[src/rtl/mac_pkg.sv]
// Shared definitions for the MAC accumulator and the fixed-point stages
// downstream of it: default widths and the accumulator state encoding.
package mac_pkg;

    localparam int DEF_DATA_W    = 16;  // operand / result width
    localparam int DEF_FRAC_BITS = 8;   // Q8.8 by default
    localparam int DEF_ACC_W     = 40;  // >= 2*DATA_W + LEN_W
    localparam int DEF_LEN_W     = 8;   // vector-length field width

    typedef enum logic [1:0] {
        IDLE,
        ACCUM,
        HOLD
    } mac_state_t;

endpackage

[src/rtl/mac_round_sat.sv]
// Combinational round-half-up and saturate from a wide signed sum down to a
// DATA_W signed result with FRAC_BITS fractional bits preserved.
// Ports:
//   sum_i  : ACC_W-bit signed sum (2*FRAC_BITS fractional bits)
//   data_o : DATA_W-bit rounded, clamped result
//   ovf_o  : 1 when the rounded value was clamped
module mac_round_sat
    import mac_pkg::*;
#(
    parameter int ACC_W     = DEF_ACC_W,
    parameter int DATA_W    = DEF_DATA_W,
    parameter int FRAC_BITS = DEF_FRAC_BITS
) (
    input  logic signed [ACC_W-1:0]  sum_i,
    output logic        [DATA_W-1:0] data_o,
    output logic                     ovf_o
);

    localparam logic signed [ACC_W:0] ONE   = {{ACC_W{1'b0}}, 1'b1};
    localparam logic signed [ACC_W:0] HALF  = ONE <<< (FRAC_BITS - 1);
    localparam logic signed [ACC_W:0] MAX_V = (ONE <<< (DATA_W - 1)) - ONE;
    localparam logic signed [ACC_W:0] MIN_V = -(ONE <<< (DATA_W - 1));

    logic signed [ACC_W:0] sum_ext;
    logic signed [ACC_W:0] biased;
    logic signed [ACC_W:0] shifted;

    // One guard bit so adding the half-LSB can never wrap.
    assign sum_ext = {sum_i[ACC_W-1], sum_i};
    assign biased  = sum_ext + HALF;
    // Arithmetic shift floors, so exact halves round toward +inf.
    assign shifted = biased >>> FRAC_BITS;

    always_comb begin
        data_o = shifted[DATA_W-1:0];
        ovf_o  = 1'b0;
        if (shifted > MAX_V) begin
            data_o = MAX_V[DATA_W-1:0];
            ovf_o  = 1'b1;
        end else if (shifted < MIN_V) begin
            data_o = MIN_V[DATA_W-1:0];
            ovf_o  = 1'b1;
        end
    end

endmodule

[src/rtl/mac_accumulator.sv]
// Dot-product accumulator: multiplies streamed signed Q-format operand pairs,
// accumulates cfg_len products, then rounds/saturates the sum to DATA_W bits
// and holds it behind a valid/ready handshake.
// Ports:
//   clk, rst_n         : clock, synchronous active-low reset
//   cfg_len            : products per vector, sampled on first beat (0 -> 1)
//   in_valid/in_ready  : operand-pair handshake (in_ready low while holding)
//   in_a, in_b         : signed operands
//   out_valid/out_ready: result handshake
//   out_data, out_ovf  : rounded result and clamp flag
module mac_accumulator
    import mac_pkg::*;
#(
    parameter int DATA_W    = DEF_DATA_W,
    parameter int FRAC_BITS = DEF_FRAC_BITS,
    parameter int ACC_W     = DEF_ACC_W,
    parameter int LEN_W     = DEF_LEN_W
) (
    input  logic              clk,
    input  logic              rst_n,
    input  logic [LEN_W-1:0]  cfg_len,
    input  logic              in_valid,
    output logic              in_ready,
    input  logic [DATA_W-1:0] in_a,
    input  logic [DATA_W-1:0] in_b,
    output logic              out_valid,
    input  logic              out_ready,
    output logic [DATA_W-1:0] out_data,
    output logic              out_ovf
);

    mac_state_t               state_q, state_d;
    logic signed [ACC_W-1:0]  acc_q, acc_d;
    logic [LEN_W-1:0]         cnt_q, cnt_d;
    logic [LEN_W-1:0]         len_q, len_d;
    logic [DATA_W-1:0]        out_data_q, out_data_d;
    logic                     out_ovf_q, out_ovf_d;

    logic signed [2*DATA_W-1:0] prod;
    logic signed [ACC_W-1:0]    prod_ext;
    logic signed [ACC_W-1:0]    acc_sum;
    logic [LEN_W-1:0]           len_eff;
    logic [LEN_W-1:0]           cnt_inc;
    logic                       beat;
    logic [DATA_W-1:0]          rs_data;
    logic                       rs_ovf;

    assign in_ready  = (state_q != HOLD);
    assign out_valid = (state_q == HOLD);
    assign out_data  = out_data_q;
    assign out_ovf   = out_ovf_q;

    assign beat     = in_valid && in_ready;
    assign prod     = $signed(in_a) * $signed(in_b);
    assign prod_ext = {{(ACC_W - 2*DATA_W){prod[2*DATA_W-1]}}, prod};
    assign len_eff  = (cfg_len == '0) ? LEN_W'(1) : cfg_len;
    assign cnt_inc  = cnt_q + LEN_W'(1);

    // Candidate next sum, computed outside the FSM process so the rounding
    // path does not loop back through the same always_comb block.
    assign acc_sum = (state_q == IDLE) ? prod_ext : (acc_q + prod_ext);

    mac_round_sat #(
        .ACC_W     (ACC_W),
        .DATA_W    (DATA_W),
        .FRAC_BITS (FRAC_BITS)
    ) u_round_sat (
        .sum_i  (acc_sum),
        .data_o (rs_data),
        .ovf_o  (rs_ovf)
    );

    always_comb begin
        state_d    = state_q;
        acc_d      = acc_q;
        cnt_d      = cnt_q;
        len_d      = len_q;
        out_data_d = out_data_q;
        out_ovf_d  = out_ovf_q;
        case (state_q)
            IDLE: begin
                if (beat) begin
                    acc_d = acc_sum;
                    cnt_d = LEN_W'(1);
                    len_d = len_eff;
                    if (len_eff == LEN_W'(1)) begin
                        state_d    = HOLD;
                        out_data_d = rs_data;
                        out_ovf_d  = rs_ovf;
                    end else begin
                        state_d = ACCUM;
                    end
                end
            end
            ACCUM: begin
                if (beat) begin
                    acc_d = acc_sum;
                    cnt_d = cnt_inc;
                    if (cnt_inc == len_q) begin
                        state_d    = HOLD;
                        out_data_d = rs_data;
                        out_ovf_d  = rs_ovf;
                    end
                end
            end
            HOLD: begin
                if (out_ready) begin
                    state_d = IDLE;
                end
            end
            default: state_d = IDLE;
        endcase
    end

    always_ff @(posedge clk) begin
        if (!rst_n) begin
            state_q    <= IDLE;
            acc_q      <= '0;
            cnt_q      <= '0;
            len_q      <= '0;
            out_data_q <= '0;
            out_ovf_q  <= 1'b0;
        end else begin
            state_q    <= state_d;
            acc_q      <= acc_d;
            cnt_q      <= cnt_d;
            len_q      <= len_d;
            out_data_q <= out_data_d;
            out_ovf_q  <= out_ovf_d;
        end
    end

endmodule

[config.mk]
export PLATFORM = sky130hd
export DESIGN_NAME = mac_accumulator
export DESIGN_NICKNAME = d
export VERILOG_FILES = /design/src/rtl/mac_pkg.sv /design/src/rtl/mac_round_sat.sv /design/src/rtl/mac_accumulator.sv
export SDC_FILE = /design/constraint.sdc
export NUM_CORES = 1
export LEC_CHECK = 0
export BUFFER_PORTS_ARGS = -buffer_cell sky130_fd_sc_hd__buf_4
export CELL_PAD_IN_SITES_DETAIL_PLACEMENT = 1
export CELL_PAD_IN_SITES_GLOBAL_PLACEMENT = 1
export CORE_MARGIN = 4
export CORE_UTILIZATION = 45
export CTS_CLUSTER_SIZE = 12
export DETAILED_ROUTE_END_ITERATION = 6
export PLACE_DENSITY = 0.81
export SYNTH_ARGS = -nofsm -noshare
export SYNTH_HDL_FRONTEND = slang
export SYNTH_SLANG_ARGS = --single-unit
[constraint.sdc]
create_clock -name clk -period 10.1 [get_ports clk]
set_clock_uncertainty 0.2 [all_clocks]
set_input_delay 0.505 -clock clk [delete_from_list [all_inputs] [get_ports clk]]
set_output_delay 0.505 -clock clk [all_outputs]
set_load 0.05 [all_outputs]
# After elaboration in Yosys (flattened, before gate mapping)

Cells that the tools add are included.

Flip-flop bits (word level): 75
Latch bits: 0
Bits in writable memories: 0
Bits in read-only memories: 0
Word-level logic and storage cells: 57
Memories kept: 0

Add/subtract/negate cells: 3
$mul: 1
Div/mod/pow operators: 0
Order comparisons: 2
Equal/unequal tests: 10
Shifts and indexed selects: 0
Mux-type cells: 25
Bitwise operators: 0
Reductions and logical operators: 10

Operators by type and width:

| operator                                                                           | number |
|---|---|
| 16-bit 2-to-1 mux                                                                  | 6 |
| 40-bit by 9-bit adder with 41-bit output (second input constant)                   | 1 |
| 40-bit by 32-bit adder with 40-bit output                                          | 1 |
| 40-bit 2-to-1 mux                                                                  | 1 |
| 33-bit by 16-bit greater-than comparator with 1-bit output (second input constant) | 1 |
| 33-bit by 16-bit less-than comparator with 1-bit output (second input constant)    | 1 |
| 16-bit by 16-bit multiplier with 32-bit output                                     | 1 |
| 16-bit case mux with 2 select lines                                                | 1 |
| 8-bit 2-to-1 mux                                                                   | 3 |
| 8-bit case mux with 2 select lines                                                 | 1 |
| 2-bit 2-to-1 mux                                                                   | 5 |
| 8-bit by 1-bit adder with 8-bit output (second input constant)                     | 1 |
| 8-bit by 1-bit == test with 1-bit output (second input constant)                   | 1 |
| 8-bit == test                                                                      | 1 |
| 8-bit zero test                                                                    | 1 |
| 2-bit != test (second input constant)                                              | 4 |
| 1-bit 2-to-1 mux                                                                   | 6 |
| 2-bit case mux with 3 select lines                                                 | 1 |
| 5-bit AND reduction                                                                | 1 |
| 2-bit by 1-bit != test with 1-bit output (second input constant)                   | 2 |
| 2-bit AND reduction                                                                | 2 |
| 4-bit AND reduction                                                                | 1 |
| 3-bit AND reduction                                                                | 1 |
| 2-bit by 1-bit == test with 1-bit output (second input constant)                   | 1 |
| other kinds (6)                                                                    | 6 |

# Depth between registers and ports, before layout

Gate-level depths: netlist of run 1.

Word-level depth: 10
Mapped depth: 41
Mapped depth without buffers: 37

# Modules after synthesis

From an unflattened synthesis of run 1, not the netlist that was laid out.

Cell total of the unflattened synthesis: 1,993
Area, all modules: 16,468.3 µm²

By module, submodules not included:

| module          | times used | cells each | area each (µm²) | sequential area each (µm²) |
|---|---|---|---|---|
| mac_accumulator | 1          | 1,834      | 15,449.8        | 1,501.4 |
| mac_round_sat   | 1          | 159        | 1,018.5         | 0.0 |

# Worst setup path before layout of run 1

No wires, ideal clock.

Path kind: input port to flip-flop
Start: in in_a[15]
End: reg out_data_q[0], in the netlist out_data[0]
Data arrival time: 9.933 ns
Path slack: -0.094 ns
Cell stages on the path: 35
Cells stage by stage: clkbuf_1 nand2_1 fa_1 inv_1 fa_1 fa_1 fa_1 fa_1 inv_1 fa_1 inv_1 ha_1 clkbuf_1 a21oi_1 o21ai_0 a21oi_1 o21ai_0 o21ai_0 o211ai_2 ha_1 and4_1 and2_1 a31o_2 a311o_1 a21o_1 or4_1 a31oi_1 xnor2_1 or4b_1 a21oi_1 a21oi_1 nor4b_2 o21a_2 buf_6 o221a_1

Longest elaborated chain between the ends: 10
Elaborated cells on any way between the ends: 13
Those cells by class: add/sub: 2; mul: 1; order compare: 2; mux: 8

Ends and longest elaborated chain:

| item                                                    | RTL line                                     | RTL |
|---|---|---|
| start, declared                                         | mac_accumulator.sv:24                        | `input logic [DATA_W-1:0] in_a,` |
| 16-bit by 16-bit multiplier with 32-bit output *        | mac_accumulator.sv:54                        | `assign prod = $signed(in_a) * $signed(in_b);` |
| 40-bit by 32-bit adder with 40-bit output               | mac_accumulator.sv:61                        | `assign acc_sum = (state_q == IDLE) ? prod_ext : (acc_q + prod_ext);` |
| 40-bit 2-to-1 mux *                                     | mac_accumulator.sv:61                        |  |
| 40-bit by 9-bit adder with 41-bit output *              | mac_round_sat.sv:30                          | `assign biased = sum_ext + HALF;` |
| 33-bit by 16-bit less-than comparator with 1-bit output | mac_round_sat.sv:40                          | `end else if (shifted < MIN_V) begin` |
| 16-bit 2-to-1 mux                                       | mac_round_sat.sv:40                          |  |
| 16-bit 2-to-1 mux *                                     | mac_round_sat.sv:37                          | `if (shifted > MAX_V) begin` |
| 16-bit 2-to-1 mux (on tied branches)                    | mac_accumulator.sv:99, mac_accumulator.sv:86 |  |
| 16-bit 2-to-1 mux (on tied branches)                    | mac_accumulator.sv:96, mac_accumulator.sv:82 |  |
| 16-bit case mux with 2 select lines *                   | mac_accumulator.sv:80                        | `case (state_q)` |
| end signal, assigned                                    | mac_accumulator.sv:128                       | `out_data_q <= out_data_d;` |
| end, declared                                           | mac_accumulator.sv:36                        | `logic [DATA_W-1:0] out_data_q, out_data_d;` |

Mark *: on every way between the ends. The rest lies on a longest branch, timed or not. The select of a mux whose other input is x is not followed.
A chain may end at the register's enable or synchronous reset.

# Worst setup path in the final report of run 1

Start: in in_a[3]
End: reg out_data_q[5], in the netlist out_data[5]

The elaborated chain is that of the path after synthesis.

==> impl_results.md, run 1 <==
- Outcome: finished clean
- Final Cycle Share: 0.978
- Number of diodes: 0
- Post-Synth Adder-Cell Area: 0.385
- Via count: 16,800
- Number of flops mapped to enable cells by yosys: 0
- Overall global routing resource usage: 0.286
- Setup TNS: 0 ns
- Avg Cell Area, Syn: 8.13 um2
- CTS tree: yes
- First-pass GRT wire length: 98,400 um
- Initial antenna violation count: 1
- Worst-Margin Slew: 0.876 ns
- Initial detailed-routing violation count: 787
- Crit Path Max Fanout: 10
- # fillers: 4,696
- Mux contribution to synthesized area: 0.0126
- Mapped Cells: 2,190
- Cell area after synthesis: 0.0178 mm2
- Type of destination of the critical path: flop
- Largest net degree at the start of global routing: 71
- Final std cells w/o fill: 2,908
- Die Height: 207 um
- Predominant post-synthesis flop cell: dfxtp_1
- Vias/cell: 5.77
- Initial core utilization: 0.458
- Avg WL per Cell: 21.0 um
- CP required: 10.14 ns
- Slew Limit Fails: 0
- Ys async rst share: 0
- Clock Latency Late Sink: 0.36 ns
- Seq cells post-synth: 75
- Initial DRT Pass Iterations: 5
- Die width: 207 um
- Compound-cell area share of the yosys netlist: 0.165
- Post-DP HPWL: 49,500 um
- Fmax: 0.101 GHz
- Global route overflow: 0
- Bufs on Longest Clock Path: 2
- Largest family of logic cells by synthesized area: adder cells
- Hold Buf Count CTS: 0
- Mapped Nets: 2,624
- Vias in the first global route: 18,700
- CTS HTree Levels: 3
- Share of the yosys chip area belonging to registers: 0.0843
- # clock sinks: 75
- Worst Hold Class: in2reg
- CP most frequent cell: inv_1
- Total Die Area: 0.0428 mm2
- Layout net count: 2,819
- Detail Route Antenna Nets: 0
- Boundary Pins: 63
- Bufs and invs on worst path: 12
- Post-layout minimum cycle time: 9.88 ns
- Worst path top cell family by delay: adder cells
- XOR/XNOR Fraction of Synth Area: 0.0332
- Drt drc: 0
- Site row count: 72
- Slowest stage delay, CP: 0.57 ns
- WS Path Type: in2reg
- Critical Path AT: 9.91 ns
- Startpoint Class: input port
- Post-placement cell count: 2,872
- # setup viols final: 0
- Drt total wl: 61,100 um
- Final Hold Vio Count: 0
- Synth warn: 0
- Clock buffer count from CTS: 9
- Clock root cell: clkbuf_16
- Port bufs: 62
- Worst slew margin: 0.414
- CORE AREA: 0.0389 mm2
- Synth unique cells: 103
- Simple-Gate Fraction of Synth Area: 0.224
- Max Cap Viol: 0
- Placer congestion estimate: 0.937
- Share of post-route cells with drive strength above 1: 0.190
- Worst-path clk slew: 0.07 ns
- Core Util, Final: 0.541
- Synthesis-to-finish area growth: 18.3%
- CP max-delay cell: or4_1
-- cell families after synthesis --
family | Yosys count
xor gates and xnor gates | 66
and+or+nand+nor | 786
buffers and inverters | 443
muxes | 22
DFF | 75
AOI/OAI and AO/OA | 408
adders and majority gates | 390
-- cells in the mapped netlist (all sizes together), types with 32 or more instances --
cell    number  area [um2]
a21oi      125         652
and2       146         913
buf         32         168
clkbuf      65         246
dfxtp       75        1500
fa         263        5270
ha         127        1590
inv        345        1290
nand2      248         933
nand3       49         250
nor2       148         558
nor3        43         243
o21ai       65         325
xnor2       42         368
-- stage by stage --
| step | setup slack [ns] | hold slack, ns | instance area, um2 |
|---|---|---|---|
| after floorplan | 0.0487 | 0.236 | 17800 |
| after global placement | -0.329 | 0.248 | 20000 |
| after detailed placement | -0.609 | 0.257 | 20000 |
| after CTS | 0.00292 | 0.201 | 20300 |
| after global routing | -0.125 | 0.218 | 21100 |
| final | 0.222 | 0.203 | 21100 |
-- metal layers --
layer  vias up  wire [um]  global-route usage
met5         -          0                   0
met4         0       1640              0.0895
met3       118       2480              0.0242
met2       427      31500               0.521
met1      8570      25400               0.362
li1       7666          -                   -
-- final timing paths --
check	from	to	slack (ns)	cells after the start
min reg2reg	acc_q[3]	acc_q[3]	0.27	2
min	cfg_len[2]	len_q[2]	0.20	3
max reg2reg	state_q[1]	out_data[0]	4.54	16
max	in_a[3]	out_data[5]	0.22	40
-- sequential cells by signal (all words and copies together) (netlist names) --
name and count:
acc_q 40, cnt_q 8, len_q 8, out_data 16, out_ovf 1, state_q 2
-- worst register-to-register path: stages (launching register included) --
cell,delay [ns]
dfxtp_1,0.68
or2_2,0.20
buf_4,0.54
o221ai_1,0.25
nor4bb_1,0.47
and3_1,0.27
o211ai_1,0.30
a21oi_2,0.47
nand4_2,0.22
buf_4,0.22
nor2_2,0.12
a21oi_1,0.10
nand3b_1,0.18
or4b_4,0.50
nor4b_4,0.32
o21a_4,0.24
o221a_1,0.21
-- final cells by class --
| type | count | area [um2] | area share |
|---|---|---|---|
| Timing Repair Buffer | 280 | 2130 | 0.101 |
| Clock buffer | 11 | 243 | 0.0115 |
| Clock inverter | 5 | 45.0 | 0.00214 |
| Multi-Input combinational cell | 1673 | 15200 | 0.721 |
| Sequential cell | 75 | 1500 | 0.0713 |
| Tap cell | 518 | 648 | 0.0308 |
| Inverter | 346 | 1300 | 0.0618 |
-- cells in the final DEF, fill, tap and decap left out, types with 8 or more instances in the layout --
cell type,instances
clkbuf_16,9
nor3_1,34
inv_1,343
buf_4,278
a211oi_1,23
and2_1,144
mux2i_1,18
o211ai_1,19
and4_1,11
or4_1,8
fa_1,256
nand4_1,22
a21o_1,30
a21oi_1,97
o21ai_0,38
dfxtp_1,75
or3_1,16
and3_1,20
ha_1,114
xor2_1,21
a221o_1,17
nand2b_1,12
nand3_1,48
xnor2_1,36
ha_2,8
a31oi_1,10
nor2_1,138
nor2_2,8
nand2_1,247
nor3b_1,13
o21ai_1,21
a21oi_2,26
o21a_1,13
-- timing repair --
| item | 4_1_cts | 5_1_grt |
|---|---|---|
| pin swaps | 0 | 43 |
| endpoints found under the setup margin | 16 | 17 |
| gates cloned | 0 | 1 |
| hold endpoints to repair | 0 | 0 |
| resized for setup | 5 | 126 |
| buffers inserted | 0 | 19 |
Power of run 1 is not shown: default switching activity piles up to over one toggle a cycle in this logic, so the estimate is an artifact.
==> run 2, diff against run 1 <==
--- a/config.mk
+++ b/config.mk
@@ -9,10 +9,10 @@
 export CELL_PAD_IN_SITES_DETAIL_PLACEMENT = 1
 export CELL_PAD_IN_SITES_GLOBAL_PLACEMENT = 1
 export CORE_MARGIN = 4
-export CORE_UTILIZATION = 45
+export CORE_UTILIZATION = 38
 export CTS_CLUSTER_SIZE = 12
 export DETAILED_ROUTE_END_ITERATION = 6
-export PLACE_DENSITY = 0.81
+export PLACE_DENSITY = 0.7
 export SYNTH_ARGS = -nofsm -noshare
 export SYNTH_HDL_FRONTEND = slang
 export SYNTH_SLANG_ARGS = --single-unit
==> run 2 against run 1 <==
Design area fell by 0.68%. Non-clock buffer count down 9. Count of clock-buffer cells in the layout down 1. Global-route usage is 6.0 points lower.
==> impl_results.md, run 2 (same netlist as run 1, synthesis figures left out) <==
- End point of the critical path: out_data[2]
- Detail Route Antenna Nets: 0
- Final Cell Area: 0.0209 mm2
- Outcome: finished clean
- Vias in the first global route: 17,600
- Hold path startpoint: cfg_len[0]
- Vias/cell: 5.43
- Crit Path Max Fanout: 16
- Fmax: 0.102 GHz
- Die Height: 224 um
- Final Cycle Share: 0.973
- Site row count: 79
- Initial detailed-routing violation count: 645
- Clock buffer count from CTS: 9
- Initial antenna violation count: 0
- Placed cell area: 0.0201 mm2
- Port bufs: 62
- Startpoint Class: input port
- Drt total wl: 57,500 um
- Post-DP HPWL: 47,400 um
- Largest register FFs: 40
- R2R Path Start: state_q[1]
- Top reg by flops: acc_q
- Overall global routing resource usage: 0.227
- Synthesis-to-finish area growth: 17.5%
- Avg WL per Cell: 19.2 um
- Global route overflow: 0
- CTS tree: yes
- Placer congestion estimate: 0.925
- Slew Limit Fails: 0
- Share of post-route cells with drive strength above 1: 0.174
- Worst-Margin Slew: 0.945 ns
- Largest net degree at the start of global routing: 70
- Type of destination of the critical path: flop
- Total Die Area: 0.0504 mm2
- # setup viols final: 0
- R2r endpoint: out_data[2]
- Via count: 16,200
- Die width: 224 um
- Max Cap Viol: 0
- # clock sinks: 75
- Drt drc: 0
- Post-place setup slack: -0.448 ns
- CP required: 10.15 ns
- Leading cell type in the layout, fill and taps excluded: inv_1
- Setup ws final: 0.273 ns
- CP most frequent cell: fa_1
- Most frequent cells in the layout: 343 x inv_1, 268 x buf_4, 260 x fa_1
- Clock Latency Late Sink: 0.37 ns
- Worst Hold Class: in2reg
- Core Util, Final: 0.450
- Reg2Reg Setup Slack: 4.38 ns
- Initial core utilization: 0.383
- Boundary Pins: 63
- CORE AREA: 0.0465 mm2
- Crit. Startpoint: in_a[11]
- Layout net count: 2,810
- Worst slew margin: 0.370
- Worst-path clk slew: 0.06 ns
- Hold Buf Count CTS: 0
- Number of diodes: 0
- First-pass GRT wire length: 93,400 um
- Initial DRT Pass Iterations: 5
- Slowest stage delay, CP: 0.57 ns
- Critical Path AT: 9.88 ns
- WS Path Type: in2reg
- CP max-delay cell: fa_1
- Clock root cell: clkbuf_16
- Min Hold Slack: 0.173 ns
- Bufs on Longest Clock Path: 2
- Final Hold Vio Count: 0
- Post-layout minimum cycle time: 9.83 ns
- Depth of the most critical reg-to-reg path: 17
- CTS HTree Levels: 3
run 2: changes by cell type in the layout (fill, tap and decap cells not counted), sizes merged:
cell	delta
clkinvlp	-1
clkbuf	-1
buf	-9
clkinv	+2
run 2: through the flow:
| stage | setup TNS, ns | std cells |
|---|---|---|
| floorplan | 0 | 2190 |
| global placement | -5.87 | 2957 |
| detailed placement | -6.82 | 2957 |
| CTS | 0 | 2973 |
| global route | -1.07 | 2988 |
| finish | 0 | 2988 |
run 2: final cells by class:
cell class | instances | area (um2)
Clock buffer | 10 | 229
Clock inverter | 6 | 50.0
Fill cell | 5657 | 25500
Inverter | 346 | 1300
Multi-Input combinational cell | 1673 | 15000
Sequential cell | 75 | 1500
Tap cell | 607 | 759
Timing Repair Buffer | 271 | 2050
run 2: timing repair:
item | in CTS | in global routing
pin swaps | 0 | 34
endpoints found under the setup margin | 15 | 17
cloned | 0 | 1
gates resized for setup | 4 | 84
setup buffers | 0 | 14
endpoints found under the hold margin | 0 | 0
run 2: worst min-delay path by stage:
stage / endpoint / slack, ns / cells past startpoint
after global placement: acc_q[3] / 0.25 / 2
after floorplan: acc_q[3] / 0.24 / 2
final: len_q[0] / 0.17 / 3
after detailed placement: acc_q[3] / 0.25 / 2
after CTS: len_q[0] / 0.16 / 3
after global routing: len_q[0] / 0.19 / 3
run 2: critical path, delay by kind of cell:
family | cells | cell delay [ns]
adder cells (fa/ha/maj) | 8 | 3.74
AND/OR/NAND/NOR | 12 | 2.96
AO/OA/AOI/OAI | 7 | 1.87
buffers and inverters | 8 | 0.80
run 2: routing by layer:
layer / share of wire / up-vias / global-route usage
met4: 0.022 / 0 / 0.0583
met5: 0 / - / 0
li1: - / 7628 / -
met3: 0.026 / 77 / 0.0171
met1: 0.46 / 8233 / 0.308
met2: 0.49 / 273 / 0.395
Power of run 2 is left out for the same reason.
==> run 3, diff against run 2 <==
==> constraint.sdc (replaced) <==
create_clock -name clk -period 8.5 [get_ports clk]
set_clock_uncertainty 0.2 [all_clocks]
set_input_delay 0.425 -clock clk [delete_from_list [all_inputs] [get_ports clk]]
set_output_delay 0.425 -clock clk [all_outputs]
set_load 0.05 [all_outputs]
==> run 3 against run 2 <==
The flow now finishes with violations (setup timing). Register-to-register slack worse by 1.5 ns. Flip-flop and latch count stayed put. Hold slack worse by 0.082 ns. Core utilization is 9.2 points higher. First-iteration DRC count is 13% higher. Global-route usage is 4.3 points higher. Worst setup slack worse by 1.3 ns. Sequential share of layout area is 1.2 points lower. Critical path depth is 3 higher. Die area stayed put. Design area is 20% higher. Cell count is 11% higher.
==> impl_results.md, run 3 (same netlist as run 1, synthesis figures left out) <==
- Worst slew margin: 0.414
- Crit Path Max Fanout: 14
- Critical Path AT: 9.59 ns
- # clock sinks: 75
- Slew Limit Fails: 0
- First-pass GRT wire length: 110,000 um
- Initial detailed-routing violation count: 732
- Violated checks: setup timing
- Via count: 18,200
- CTS tree: yes
- # setup viols final: 17
- Clock root cell: clkbuf_16
- Global route overflow: 0
- Die width: 224 um
- Worst Hold Class: in2reg
- Crit. Startpoint: in_a[8]
- Core Util, Final: 0.542
- Avg WL per Cell: 21.6 um
- Fmax: 0.105 GHz
- CP required: 8.56 ns
- Setup ws final: -1.03 ns
- Layout net count: 3,138
- Final std cells w/o fill: 3,316
- Total Die Area: 0.0504 mm2
- Worst-path clk slew: 0.07 ns
- Final Hold Vio Count: 0
- Initial DRT Pass Iterations: 5
- Number of diodes: 0
- Drt drc: 0
- Site row count: 79
- Top reg by flops: acc_q
- Max Cap Viol: 0
- Worst-Margin Slew: 0.879 ns
- Share of post-route cells with drive strength above 1: 0.355
- Vias/cell: 5.49
- Initial core utilization: 0.383
- Clock Latency Late Sink: 0.38 ns
- Clock buffer count from CTS: 9
- CORE AREA: 0.0465 mm2
- Initial antenna violation count: 0
- # fillers: 5,397
- Leading cell type in the layout, fill and taps excluded: buf_4
- WS Path Type: in2reg
- Post-layout minimum cycle time: 9.53 ns
- Setup TNS: -17.15 ns
- Most frequent cells in the layout: 541 x buf_4, 313 x inv_1, 240 x fa_1
- CTS HTree Levels: 3
- Largest register FFs: 40
- Placer congestion estimate: 0.936
- Post-DP HPWL: 53,800 um
- Startpoint Class: input port
- Synthesis-to-finish area growth: 41.4%
- Slowest stage delay, CP: 0.58 ns
- Type of destination of the critical path: flop
- Drt total wl: 71,700 um
- Overall global routing resource usage: 0.270
- Post-placement cell count: 3,189
- Hold path startpoint: cfg_len[0]
- Vias in the first global route: 20,400
- Port bufs: 62
- Largest net degree at the start of global routing: 70
- Outcome: complete, but fails checks
- R2R Path Start: state_q[1]
- CP max-delay cell: fa_1
- RSZ-0062 raised after global routing: yes
- Hold Buf Count CTS: 0
- Final Cycle Share: 1.12
- Detail Route Antenna Nets: 0
- Die Height: 224 um
- Boundary Pins: 63
- Bufs on Longest Clock Path: 2
run 3: cell count changes in the layout (fill, tap and decap cells not counted), sizes merged:
cell / previous run / this run
clkinv: 3 / 2
clkbuf: 10 / 11
o21a: 16 / 15
inv: 348 / 350
buf: 271 / 598
run 3: cell type report:
class	instances	area, um2	area share
clock buffer	9	225	0.00894
clock inverter	7	58.8	0.00233
inverter	346	1310	0.0520
multi-input combinational	1672	16400	0.652
sequential	75	1500	0.0596
tap	607	759	0.0302
timing repair buffer	600	4920	0.195
run 3: metal layers:
metal  global-route usage  part of all wire
met1                0.331              0.41
met2                0.499              0.53
met3               0.0223             0.027
met4               0.0909             0.041
met5                    0                 0
run 3: worst paths after layout:
check | depth (start not counted) | end | slack [ns]
min | 3 | len_q[0] | 0.09
max reg2reg | 21 | out_ovf | 2.89
min reg2reg | 2 | acc_q[7] | 0.27
max | 38 | out_data[4] | -1.03
run 3: worst max-delay path, delay by kind of cell:
family | cells | cell delay, ns
AO/OA/AOI/OAI | 8 | 1.74
XOR/XNOR | 2 | 0.41
adder cells (fa/ha/maj) | 8 | 3.71
buffers and inverters | 10 | 1.31
multiplexers | 1 | 0.10
AND/OR/NAND/NOR | 9 | 1.88
run 3: through the flow:
step | setup slack (ns) | area (um2) | hold WS, ns
3_5_place_dp | -1.73 | 22300 | 0.256
5_1_grt | -1.28 | 25200 | 0.104
3_3_place_gp | -1.56 | 22300 | 0.252
6_report | -1.03 | 25200 | 0.0917
4_1_cts | -0.700 | 24200 | 0.0884
2_1_floorplan | -0.820 | 18300 | 0.236
run 3: timing repair:
item	CTS	global route
setup buffers	63	45
endpoints found under the hold margin	0	0
gates resized for setup	224	146
pin swaps	164	113
cloned	1	2
setup endpoints to repair	19	22
Power of run 3 is left out for the same reason.
